$ cat src/rtl/pipelined_addsub_pkg.sv
// Shared definitions for the pipelined adder/subtractor: ALU mode encoding,
// default geometry and the stage-0 carry-in selection.
package pipelined_addsub_pkg;

    typedef enum logic {
        ALU_ADD = 1'b0,
        ALU_SUB = 1'b1
    } alu_mode_e;

    localparam int DEFAULT_WIDTH  = 32;
    localparam int DEFAULT_STAGES = 4;

    // SUB forms a + ~b + 1, so the external carry-in is only honoured in ADD mode.
    function automatic logic carry_in0(input alu_mode_e mode, input logic cin);
        return (mode == ALU_SUB) ? 1'b1 : cin;
    endfunction

endpackage

$ cat src/rtl/addsub_chunk.sv
// One CHUNK-wide slice of the ripple: combinational a + b + cin, plus the carry
// into the slice MSB so the final slice can derive signed overflow.
module addsub_chunk #(
    parameter int W = 8
) (
    input  logic [W-1:0] a,
    input  logic [W-1:0] b,
    input  logic         cin,
    output logic [W-1:0] s,
    output logic         cout,
    output logic         msb_cin
);

    logic [W:0] total;

    assign total   = {1'b0, a} + {1'b0, b} + {{W{1'b0}}, cin};
    assign s       = total[W-1:0];
    assign cout    = total[W];
    assign msb_cin = a[W-1] ^ b[W-1] ^ s[W-1];

endmodule

$ cat src/rtl/pipelined_addsub.sv
// Pipelined WIDTH-bit adder/subtractor: one CHUNK-bit slice per stage, carry and
// partial sum carried stage to stage, with a whole-pipe valid/ready stall.
module pipelined_addsub
    import pipelined_addsub_pkg::*;
#(
    parameter int WIDTH  = DEFAULT_WIDTH,
    parameter int STAGES = DEFAULT_STAGES
) (
    input  logic             clk,
    input  logic             rst,
    input  logic             in_valid,
    output logic             in_ready,
    input  logic [WIDTH-1:0] a,
    input  logic [WIDTH-1:0] b,
    input  logic             cin,
    input  logic             sub,
    output logic             out_valid,
    input  logic             out_ready,
    output logic [WIDTH-1:0] sum,
    output logic             cout,
    output logic             overflow,
    output logic             zero
);

    localparam int CHUNK = WIDTH / STAGES;

    if (STAGES < 1 || STAGES > WIDTH || (WIDTH % STAGES) != 0) begin : g_bad_geometry
        $error("pipelined_addsub: WIDTH must be a non-zero multiple of STAGES");
    end

    alu_mode_e        mode;
    logic [WIDTH-1:0] b_in;
    logic             advance;

    // Per-stage inputs (from the ports or the previous stage) and next-state values.
    logic             v_in    [STAGES];
    logic [WIDTH-1:0] op_a    [STAGES];
    logic [WIDTH-1:0] op_b    [STAGES];
    logic             op_c    [STAGES];
    logic [WIDTH-1:0] sum_in  [STAGES];
    logic [CHUNK-1:0] s_w     [STAGES];
    logic             c_w     [STAGES];
    logic             m_w     [STAGES];

    logic             valid_d [STAGES];
    logic             carry_d [STAGES];
    logic [WIDTH-1:0] sum_d   [STAGES];
    logic [WIDTH-1:0] a_sk_d  [STAGES];
    logic [WIDTH-1:0] b_sk_d  [STAGES];

    logic             valid_q [STAGES];
    logic             carry_q [STAGES];
    logic [WIDTH-1:0] sum_q   [STAGES];
    logic [WIDTH-1:0] a_sk_q  [STAGES];
    logic [WIDTH-1:0] b_sk_q  [STAGES];
    logic             msb_cin_q;
    logic             msb_cin_d;

    assign mode     = alu_mode_e'(sub);
    assign b_in     = (mode == ALU_SUB) ? ~b : b;
    assign advance  = !valid_q[STAGES-1] || out_ready;
    assign in_ready = advance;

    for (genvar k = 0; k < STAGES; k++) begin : g_stage
        if (k == 0) begin : g_first
            assign v_in[k]   = in_valid;
            assign op_a[k]   = a;
            assign op_b[k]   = b_in;
            assign op_c[k]   = carry_in0(mode, cin);
            assign sum_in[k] = '0;
        end else begin : g_next
            assign v_in[k]   = valid_q[k-1];
            assign op_a[k]   = a_sk_q[k-1];
            assign op_b[k]   = b_sk_q[k-1];
            assign op_c[k]   = carry_q[k-1];
            assign sum_in[k] = sum_q[k-1];
        end

        addsub_chunk #(.W(CHUNK)) u_chunk (
            .a       (op_a[k][CHUNK-1:0]),
            .b       (op_b[k][CHUNK-1:0]),
            .cin     (op_c[k]),
            .s       (s_w[k]),
            .cout    (c_w[k]),
            .msb_cin (m_w[k])
        );

        // Operand skew is kept right-aligned so every stage consumes the low chunk;
        // the vacated upper bits are constant zero and fall away in synthesis.
        assign valid_d[k] = v_in[k];
        assign carry_d[k] = c_w[k];
        assign sum_d[k]   = sum_in[k] | (WIDTH'(s_w[k]) << (k * CHUNK));
        assign a_sk_d[k]  = op_a[k] >> CHUNK;
        assign b_sk_d[k]  = op_b[k] >> CHUNK;
    end

    assign msb_cin_d = m_w[STAGES-1];

    always_ff @(posedge clk or posedge rst) begin
        if (rst) begin
            for (int k = 0; k < STAGES; k++) begin
                valid_q[k] <= 1'b0;
                carry_q[k] <= 1'b0;
                sum_q[k]   <= '0;
                a_sk_q[k]  <= '0;
                b_sk_q[k]  <= '0;
            end
            msb_cin_q <= 1'b0;
        end else if (advance) begin
            for (int k = 0; k < STAGES; k++) begin
                valid_q[k] <= valid_d[k];
                carry_q[k] <= carry_d[k];
                sum_q[k]   <= sum_d[k];
                a_sk_q[k]  <= a_sk_d[k];
                b_sk_q[k]  <= b_sk_d[k];
            end
            msb_cin_q <= msb_cin_d;
        end
    end

    assign out_valid = valid_q[STAGES-1];
    assign sum       = sum_q[STAGES-1];
    assign cout      = carry_q[STAGES-1];
    assign overflow  = msb_cin_q ^ carry_q[STAGES-1];
    // Qualified by valid so the flag reads 0 out of reset rather than reporting the cleared sum.
    assign zero      = valid_q[STAGES-1] && (sum_q[STAGES-1] == '0);

endmodule

$ cat config.mk
export PLATFORM = sky130hd
export DESIGN_NAME = pipelined_addsub
export DESIGN_NICKNAME = d
export VERILOG_FILES = /design/src/rtl/pipelined_addsub_pkg.sv /design/src/rtl/addsub_chunk.sv /design/src/rtl/pipelined_addsub.sv
export SDC_FILE = /design/constraint.sdc
export NUM_CORES = 1
export LEC_CHECK = 0
export CORE_UTILIZATION = 34
export CTS_CLUSTER_DIAMETER = 100
export DETAILED_ROUTE_END_ITERATION = 8
export DONT_BUFFER_PORTS = 1
export SYNTH_ARGS = -nofsm -noshare
export SYNTH_HDL_FRONTEND = slang
export SYNTH_SLANG_ARGS = --single-unit
$ cat constraint.sdc
create_clock -name clk -period 7.3 [get_ports clk]
set_input_delay 0.73 -clock clk [delete_from_list [all_inputs] [get_ports clk]]
set_output_delay 0.73 -clock clk [all_outputs]
set_load 0.1 [all_outputs]
==> results of run 1 <==
[cells in the mapped netlist (3+ instances only)]
cell type                  count
sky130_fd_sc_hd__buf_1         8
sky130_fd_sc_hd__clkbuf_1     26
sky130_fd_sc_hd__ha_1         28
sky130_fd_sc_hd__a211oi_1      9
sky130_fd_sc_hd__nand2_1     423
sky130_fd_sc_hd__o21a_1        6
sky130_fd_sc_hd__o21ai_0      51
sky130_fd_sc_hd__nor2_1       24
sky130_fd_sc_hd__xor2_1       18
sky130_fd_sc_hd__a21o_1        8
sky130_fd_sc_hd__xnor2_1      28
sky130_fd_sc_hd__or3_1         5
sky130_fd_sc_hd__dfrtp_1     185
sky130_fd_sc_hd__nor3_1        9
sky130_fd_sc_hd__o31a_1        4
sky130_fd_sc_hd__fa_1          8
sky130_fd_sc_hd__a31oi_1       6
sky130_fd_sc_hd__nor4_1        6
sky130_fd_sc_hd__a21oi_1      18
sky130_fd_sc_hd__inv_1        12
sky130_fd_sc_hd__o31ai_1       4
sky130_fd_sc_hd__or2_2         3
sky130_fd_sc_hd__buf_2        11
sky130_fd_sc_hd__nor2b_1       3
[final timing paths]
kind	startpoint	end	slack, ns	depth (start not counted)
worst max-delay path	out_valid	in_ready	3.60	3
max in group asynchronous	rst	sum_in[67]	5.57	2
worst max register to register	out_valid	sum_in[23]	3.86	6
worst min-delay path	rst	b_sk_q[96]	0.27	1
worst min register to register	a_sk_d[32]	a_sk_d[32]	0.47	2
min in group clk	a[19]	a_sk_d[67]	0.41	2
[final cells by class]
| cell class | count | area, um2 |
|---|---|---|
| Fill cell | 2411 | 14500 |
| Sequential cell | 185 | 4630 |
| Clock buffer | 19 | 443 |
| Clock inverter | 13 | 135 |
| Inverter | 12 | 57.6 |
| Timing Repair Buffer | 4 | 62.6 |
| Multi-Input combinational cell | 675 | 3520 |
| Tap cell | 319 | 399 |
[through the flow]
| step | instance area [um2] | hold WS (ns) |
|---|---|---|
| 2_1_floorplan | 8350 | 0.430 |
| 3_3_place_gp | 8660 | 0.445 |
| 3_5_place_dp | 8660 | 0.456 |
| 4_1_cts | 9240 | 0.316 |
| 5_1_grt | 9240 | 0.314 |
| 6_report | 9240 | 0.267 |
[state kept, by name, indices dropped and copies added, names as in the netlist]
name       count
cout           1
a_sk_q        24
msb_cin_q      1
a_sk_d        24
sum           32
b_sk_d        24
sum_in        48
v_in           3
out_valid      1
b_sk_q        24
carry_q        3
[metal layers]
| metal | share of wire | wire length, um | GRT usage |
|---|---|---|---|
| met2 | 0.40 | 6840 | 0.193 |
| met5 | 0 | 0 | 0 |
| met4 | 0.012 | 213 | 0.0503 |
| met1 | 0.51 | 8800 | 0.205 |
| met3 | 0.075 | 1290 | 0.0507 |
[cells by family (layout without fill, tap and decap cells)]
group	count (synthesis)	after routing	synth area share
AOI/OAI and AO/OA	114	114	0.0836
xor gates and xnor gates	46	46	0.0482
adders and majority gates	36	36	0.0611
buffers and inverters	57	48	0.0273
DFF	185	185	0.554
and+or+nand+nor	479	479	0.226
[worst register-to-register path, stage by stage (launching register included)]
cell and delay, ns:
sky130_fd_sc_hd__dfrtp_1 0.94, sky130_fd_sc_hd__nor2b_4 0.31, sky130_fd_sc_hd__buf_12 0.55, sky130_fd_sc_hd__inv_6 0.69, sky130_fd_sc_hd__buf_4 0.54, sky130_fd_sc_hd__nor2_1 0.19
sky130_fd_sc_hd__a31oi_1 0.05
[power by group through the flow]
stage / Sequential [uW] / Combinational (uW) / Clock, uW
after floorplan: 2390 / 1140 / 0
after global placement: 2500 / 1350 / 0
after detailed placement: 2510 / 1390 / 0
after CTS: 2490 / 1390 / 921
after global routing: 2540 / 1600 / 964
final: 2480 / 1370 / 899
==> run summary, run 1 <==
The max-capacitance violation count was 0; the cts-stage hold buffer count was 0. The cell class contributing the biggest share of worst-path delay was buffers and inverters. The final cycle utilization of the critical path is 0.506, and the number of antenna-violating nets in the routed design is 0. The DRC violation count after routing is 0. VDD sags by at most 0.000243 V.

The number of flops mapped to enable cells by yosys is 0, and the number of core rows is 56. Along the worst path, the maximum fanout reaches 207. The global routing usage summed across all routing layers was 0.142; the final design utilization was 0.389.

Leaving out fill and tap cells, the most frequent cells in the layout are sky130_fd_sc_hd__nand2_1, sky130_fd_sc_hd__dfrtp_1, sky130_fd_sc_hd__o21ai_0, sky130_fd_sc_hd__xnor2_1, sky130_fd_sc_hd__ha_1. Post-CTS timing repair inserted 0 buffers for setup. The clock skew was 0.0103 ns. Gates resized during post-CTS repair numbered 0.

TritonCTS built the clock tree. The run gives 0.554 as the sequential element share of the synthesized area. Summed over all cells, the static leakage comes to 0.00449 uW.

The initial antenna violation count was 0; the detailed-router iteration count before antenna repair was 5. At the pin with the least slew margin, the transition time is 1.16 ns. The number of placed instances, taps included, is 1,195.

The critical path required time was 6.57 ns. The tightest slew margin relative to the limit was 0.226; the clock slew at the register clock pins of the worst setup and hold paths was 0.07 ns. The quantity of I/O buffers inserted on ports was 0. The most used flip-flop cell after synthesis is sky130_fd_sc_hd__dfrtp_1. The run gives 0.189 as the share of total power in the clock network. The max-slew violation count was 0; the data arrival time at the worst-slack endpoint was 2.97 ns.

The fraction of layout cells with a size suffix above 1 is 0.0518, and the number of nets produced by synthesis is 1,023. Total count of hold-check failures in the final report: 0. For this design the total switching power over the nets is 2250 uW. Largest net degree at the start of global routing: 208.

Traced cell by cell, the critical path runs through nor2b_4 -> buf_12 -> inv_6. Setup repair after global routing left no endpoint under its margin. The cell count after synthesis came out at 917.

For this block, the routed nets add up to 17,100 um of wire. Leaving out fill and tap cells, the most frequent cell in the layout is sky130_fd_sc_hd__nand2_1. The region available for standard cell placement spans 23,800 um2. The root buffer cell chosen for the clock tree is sky130_fd_sc_hd__clkbuf_16. Critical path capture point type: an output port. After synthesis the cells add up to 8350 um2.

The routed via count divided by cell count is 4.62. The initial core utilization is 0.352, and the antenna diode count is 0. The logs give 4 for the count of H-tree levels built during CTS and 3.92 ns for the post-placement worst setup slack.

The internal power of the cells totals 2500 uW. The first global-routing pass estimated 28,700 um of wire. Once detailed placement completed, the half-perimeter wirelength came to 11,500 um.

Yosys printed 0 warnings. The clock reaches the later pin of the worst-skew pair after 0.43 ns. Final count of negative-setup-slack endpoints: 0.

On the worst path, the slowest cell contributes a delay of 0.94 ns. For the number of sinks driven by the clock tree, the log shows 185. Critical-path cell with the highest stage delay: sky130_fd_sc_hd__dfrtp_1.

For this design the ratio of total power to cell area is 514 nW/um2. Counting I/O delays and the setup requirement, the final critical path takes 3.70 ns. The cell taking the most area after synthesis is sky130_fd_sc_hd__dfrtp_1. The flow ran to the end, and the final reports show no timing, DRC or antenna violations.

The total number of nets in the final design was 1,001. 107 I/O pins were placed. The number of buffer and inverter instances along the worst setup path is 2. The class of the worst hold path is input pin to asynchronous set/reset pin. The fraction of registers with async set/reset came out at 1.00.

By area the synthesized netlist is led by sky130_fd_sc_hd__dfrtp_1, sky130_fd_sc_hd__nand2_1, sky130_fd_sc_hd__ha_1. The area growth from synthesis to layout is 10.7%. Number of global-route vias before repair: 5,575. The combinational power share is 0.289. Yosys mapped the design onto 32 distinct sky130hd cell types.

The height of the die came out at 159 um. In this run, the number of DRC markers left after iteration 0 of detailed routing was 480. The switching share of power came out at 0.473. Excluding fillers, the count of instances in the completed layout stands at 1,227. Dividing the synthesized area by the synthesized cell count gives 9.11 um2. The share of the synthesized area in the top cell type is 0.554. Sequential group share of total power: 0.522. The final critical-path setup slack was 3.60 ns; the buffer depth of the longest clock path was 2. The count of state elements after synthesis came out at 185. The setup path with the least slack is of type flop to output port. The floorplan die width is 159 um. Placer's final routability congestion estimate: 0.751. The total negative slack came out at 0 ns.

Overall power consumption after layout is estimated at 4750 uW. The global-route congestion overflow total came out at 0. The maximum achievable frequency is 271 MHz. Detailed routing inserted a total of 5,664 vias. After detailed routing, the average wire length per cell comes to 14.0 um. The worst setup path is launched from a flop.

TritonCTS created 17 clock buffers. The floorplan step defined a die boundary enclosing 25,200 um2.
(Power assumes the default switching activity.)
==> run 2: changes to the inputs <==
--- a/config.mk
+++ b/config.mk
@@ -5,6 +5,7 @@
 export SDC_FILE = /design/constraint.sdc
 export NUM_CORES = 1
 export LEC_CHECK = 0
+export ABC_AREA = 1
 export CORE_UTILIZATION = 34
 export CTS_CLUSTER_DIAMETER = 100
 export DETAILED_ROUTE_END_ITERATION = 8
==> constraint.sdc (replaced) <==
create_clock -name clk -period 3 [get_ports clk]
set_input_delay 0.3 -clock clk [delete_from_list [all_inputs] [get_ports clk]]
set_output_delay 0.3 -clock clk [all_outputs]
set_load 0.1 [all_outputs]
==> run 2 against run 1 <==
  * The run now ends with hold timing left
  * Synthesized area rose by 5.2%
  * Total power rose to 2.6 times the previous value
  * Sequential cell count did not move
  * Largest cell class unchanged
  * Hold slack got worse by 0.27 ns
==> run summary, run 2 <==
TritonCTS built the clock tree. Critical path's largest stage delay: 0.36 ns (-0.58 ns). The cell class contributing the biggest share of worst-path delay is simple AND/OR/NAND/NOR gates.

Static timing analysis puts the maximum clock frequency at 437 MHz. Category of the worst setup path launch point: a flop. Slew of the pin with the lowest slew margin: 1.03 ns (-0.133 ns). The global-route congestion overflow total is 0 (unchanged).

In the layout the commonest cells are sky130_fd_sc_hd__nand2_1, sky130_fd_sc_hd__dfrtp_1, sky130_fd_sc_hd__inv_1, sky130_fd_sc_hd__o21ai_1, sky130_fd_sc_hd__o21ai_0. The clock slew at the register clock pins of the worst setup and hold paths is 0.08 ns (about the same). The total number of nets in the final design is 1,158 (+16%).

The global routing usage summed across all routing layers came out at 0.144 (+0.00192). STA classifies the critical path endpoint as an output port. The logs give 58 (+3.6%) for the number of core rows and 12,300 um (+7.2%) for the post-DP HPWL.

The number of buffer and inverter instances along the worst setup path was 2 (unchanged). The DRC violation count after routing was 0 (unchanged); the quantity of I/O buffers inserted on ports was 0 (unchanged). The run gives 0 ns (unchanged) as the total negative slack. After synthesis, the cell types taking the most area are sky130_fd_sc_hd__dfrtp_1, sky130_fd_sc_hd__nand2_1, sky130_fd_sc_hd__inv_1.

The standby leakage power was 0.00506 uW (+13%). Most used flip-flop cell after synthesis: sky130_fd_sc_hd__dfrtp_1. The buffer depth of the longest clock path came out at 2 (unchanged). The tightest slew margin relative to the limit is 0.316 (+0.0895). The share of the synthesized area in the top cell type was 0.527 (-0.0274). After synthesis, the most frequently instantiated cells are sky130_fd_sc_hd__nand2_1, sky130_fd_sc_hd__dfrtp_1, sky130_fd_sc_hd__inv_1, sky130_fd_sc_hd__o21ai_1, sky130_fd_sc_hd__o21ai_0.

The tools report the number of antenna-violating nets in the routed design as 0 (unchanged). The highest fanout seen on the critical path works out to 3 (-99%). Fraction of layout cells with a size suffix above 1: 0.0779 (+0.0262). The tools report the number of distinct library cells after synthesis as 28 (-13%). The worst reg-to-reg setup slack is 1.00 ns (-2.86 ns), and the final cycle utilization of the critical path is 0.762.

For the critical path required time, the log shows 2.70 ns (-3.87 ns). The relative area change from synthesis to final layout works out to 14.9%. The routed wirelength normalized by instance count was 12.9 um (-7.6%); the area of the die was 26,500 um2 (+5.1%).

The flip-flop count of the largest register, all copies and words added is 48 (unchanged), and the initial antenna violation count is 1 (+1). The count of state elements after synthesis works out to 185 (unchanged). For the total count of hold-check failures in the final report, the log shows 3 (+3). The run gives 1.99 ns (-0.98 ns) as the data arrival time at the worst-slack endpoint.

Number of global-route vias before repair: 5,929 (+6.3%). Number of DRC markers after the initial detailed-route iteration: 345 (-28%). Clock buffer count from CTS: 17 (unchanged).

The max-slew violation count was 0 (unchanged); the number of gates resized after CTS was 0 (unchanged). The logs give 30,000 um (+4.7%) for the global-route wire length before repair and 0.43 ns (about the same) for the worst-skew pair later-pin latency. The final reports fail on hold timing.

Clock skew: 0.0142 ns (+0.00392 ns). Setup repair after global routing left no endpoint under its margin. The largest net degree at the start of global routing came out at 186 (-11%). Leaving out fill and tap cells, the most frequent cell in the layout is sky130_fd_sc_hd__nand2_1. sky130_fd_sc_hd__nand2_1 is the most common cell in the netlist. The detailed-router iteration count before antenna repair was 4 (-1). The floorplan die width works out to 163 um (+2.5%). The endpoint of the worst-slack reg-to-reg timing path was sum_in[42]. The post-placement worst setup slack was 1.01 ns (-2.91 ns); the fraction of registers with async set/reset was 1.00 (unchanged). Number of placed instances with taps included: 1,340 (+12%). The number of nets produced by synthesis was 1,119 (+9.4%); the routed via count divided by cell count was 4.48 (-2.9%).

The count of H-tree levels built during CTS is 4 (unchanged), and the maximum VDD drop is 0.000845 V (+250%). Critical-path cell with the highest stage delay: sky130_fd_sc_hd__dfrtp_1. The initial core utilization is 0.348 (-0.00372). The post-route non-filler standard cell count came out at 1,396 (+14%). The run gives 2,594 (+7.6%) as the final-layout fill cell count. The cell taking the most area after synthesis was sky130_fd_sc_hd__dfrtp_1.

The minimum clock period after layout was 2.29 ns. The count of warnings emitted by yosys is 0 (unchanged), and the synthesized area per cell is 8.67 um2 (-4.8%). The core area is 25,300 um2 (+6.3%).

The buffer type at the clock tree root is sky130_fd_sc_hd__clkbuf_16. The number of top-level pins is 107 (unchanged). The tools report the max-capacitance violation count as 0 (unchanged). The power density normalized to cell area came out at 1230 nW/um2 (+140%).

The flow ran to the end, but the final reports show violations. The startpoint-to-endpoint class of the critical path was flop to output port. The tools report the cell count after synthesis as 1,013 (+10%). The final design utilization was 0.400 (+0.0107); the worst-case hold slack was -0.00581 ns (-0.272 ns). Traced cell by cell, the critical path runs through buf_4 -> nor2_1 -> nand3_1 -> nor3_1 -> nand3_1 -> nor2_2 -> buf_4.

The height of the die is 163 um (+2.5%), and the sequential element share of the synthesized area is 0.527 (-0.0274). The number of flops mapped to enable cells by yosys came out at 0 (unchanged). The logs give 185 (unchanged) for the number of sinks driven by the clock tree and 8790 um2 (+5.2%) for the summed instance area of the synthesized netlist. The worst hold path belongs to the class input pin to asynchronous set/reset pin. The run gives 0.799 (+6.4%) as the placer's final routability congestion estimate.

The logic depth of the worst register-to-register path was 8 (+2). The logs give 0.714 ns (-2.89 ns) for the final critical-path setup slack and 18,000 um (+5.1%) for the aggregate routed wire length. The tools report the routed via count as 6,259 (+11%). Final count of negative-setup-slack endpoints: 0 (unchanged). The worst reg2reg path startpoint was out_valid.
run 2: cell types whose count changed in the layout (fill, tap and decap cells not counted), sizes merged, moves of 6 or more:
cell,delta
a211oi,-9
a21o,-8
buf,+38
dlygate4sd3,+23
inv,+101
nand2,-59
nand3,+40
nand4,+7
nor3,-7
o21a,-6
o21ai,+76
o31ai,-6
xor2,-9
run 2: worst reg2reg max path: stages (launching register included):
cell and delay [ns]:
sky130_fd_sc_hd__dfrtp_1 0.32, sky130_fd_sc_hd__buf_4 0.29, sky130_fd_sc_hd__inv_1 0.10, sky130_fd_sc_hd__or2_4 0.28, sky130_fd_sc_hd__inv_6 0.38, sky130_fd_sc_hd__buf_12 0.27, sky130_fd_sc_hd__a21oi_1 0.06, sky130_fd_sc_hd__o21ai_0 0.06
sky130_fd_sc_hd__o21ai_0 0.09
run 2: area by class of cell:
| class | count | area (um2) | area share |
|---|---|---|---|
| flip-flops and latches | 185 | 4630 | 0.459 |
| multi-input cells | 672 | 3400 | 0.336 |
| repair buffers | 65 | 608 | 0.0602 |
| clock buffers | 19 | 443 | 0.0439 |
| inverters | 111 | 425 | 0.0421 |
| well taps | 330 | 413 | 0.0409 |
| clock inverters | 13 | 178 | 0.0176 |
| diodes | 1 | 2.50 | 0.000248 |
run 2: worst max-delay path by stage:
stage | start | to | cells past startpoint
final | sum[30] | zero | 7
after global placement | out_valid | sum_in[42] | 8
after CTS | sum[30] | zero | 7
after global routing | out_valid | in_ready | 4
after detailed placement | out_valid | sum_in[42] | 8
after floorplan | out_valid | zero | 4
run 2: logic make-up after synthesis:
| group | count (synthesis) | synth area share |
|---|---|---|
| simple gates | 449 | 0.204 |
| flops | 185 | 0.527 |
| buf+inv | 156 | 0.0880 |
| compound gates | 150 | 0.0864 |
| xor+xnor | 37 | 0.0369 |
| fa+ha+maj | 36 | 0.0581 |
run 2: metrics by stage:
stage | power (uW) | instance area (um2) | hold slack [ns]
CTS | 12500 | 10100 | 0.000880
global route | 13400 | 10100 | 0.0274
global placement | 10000 | 9240 | 0.421
detailed placement | 10100 | 9240 | 0.421
floorplan | 8850 | 8790 | 0.417
finish | 12400 | 10100 | -0.00581
run 2: timing repair:
action,in CTS,in global routing
hold buffers,23,0
setup buffers,0,0
hold endpoints to repair,23,0
run 2: power by group:
part           switching, uW  total, uW  internal [uW]
Clock                   1010       2370           1360
Sequential               573       4170           3600
Combinational           4180       5850           1680
Total                   5760      12400           6640
run 2: routing by layer:
layer  part of all wire  wire length, um  GRT usage
met4              0.011              196     0.0421
met1               0.52             9330      0.210
met5                  0                0          0
met2               0.42             7630      0.212
met3              0.048              860     0.0316
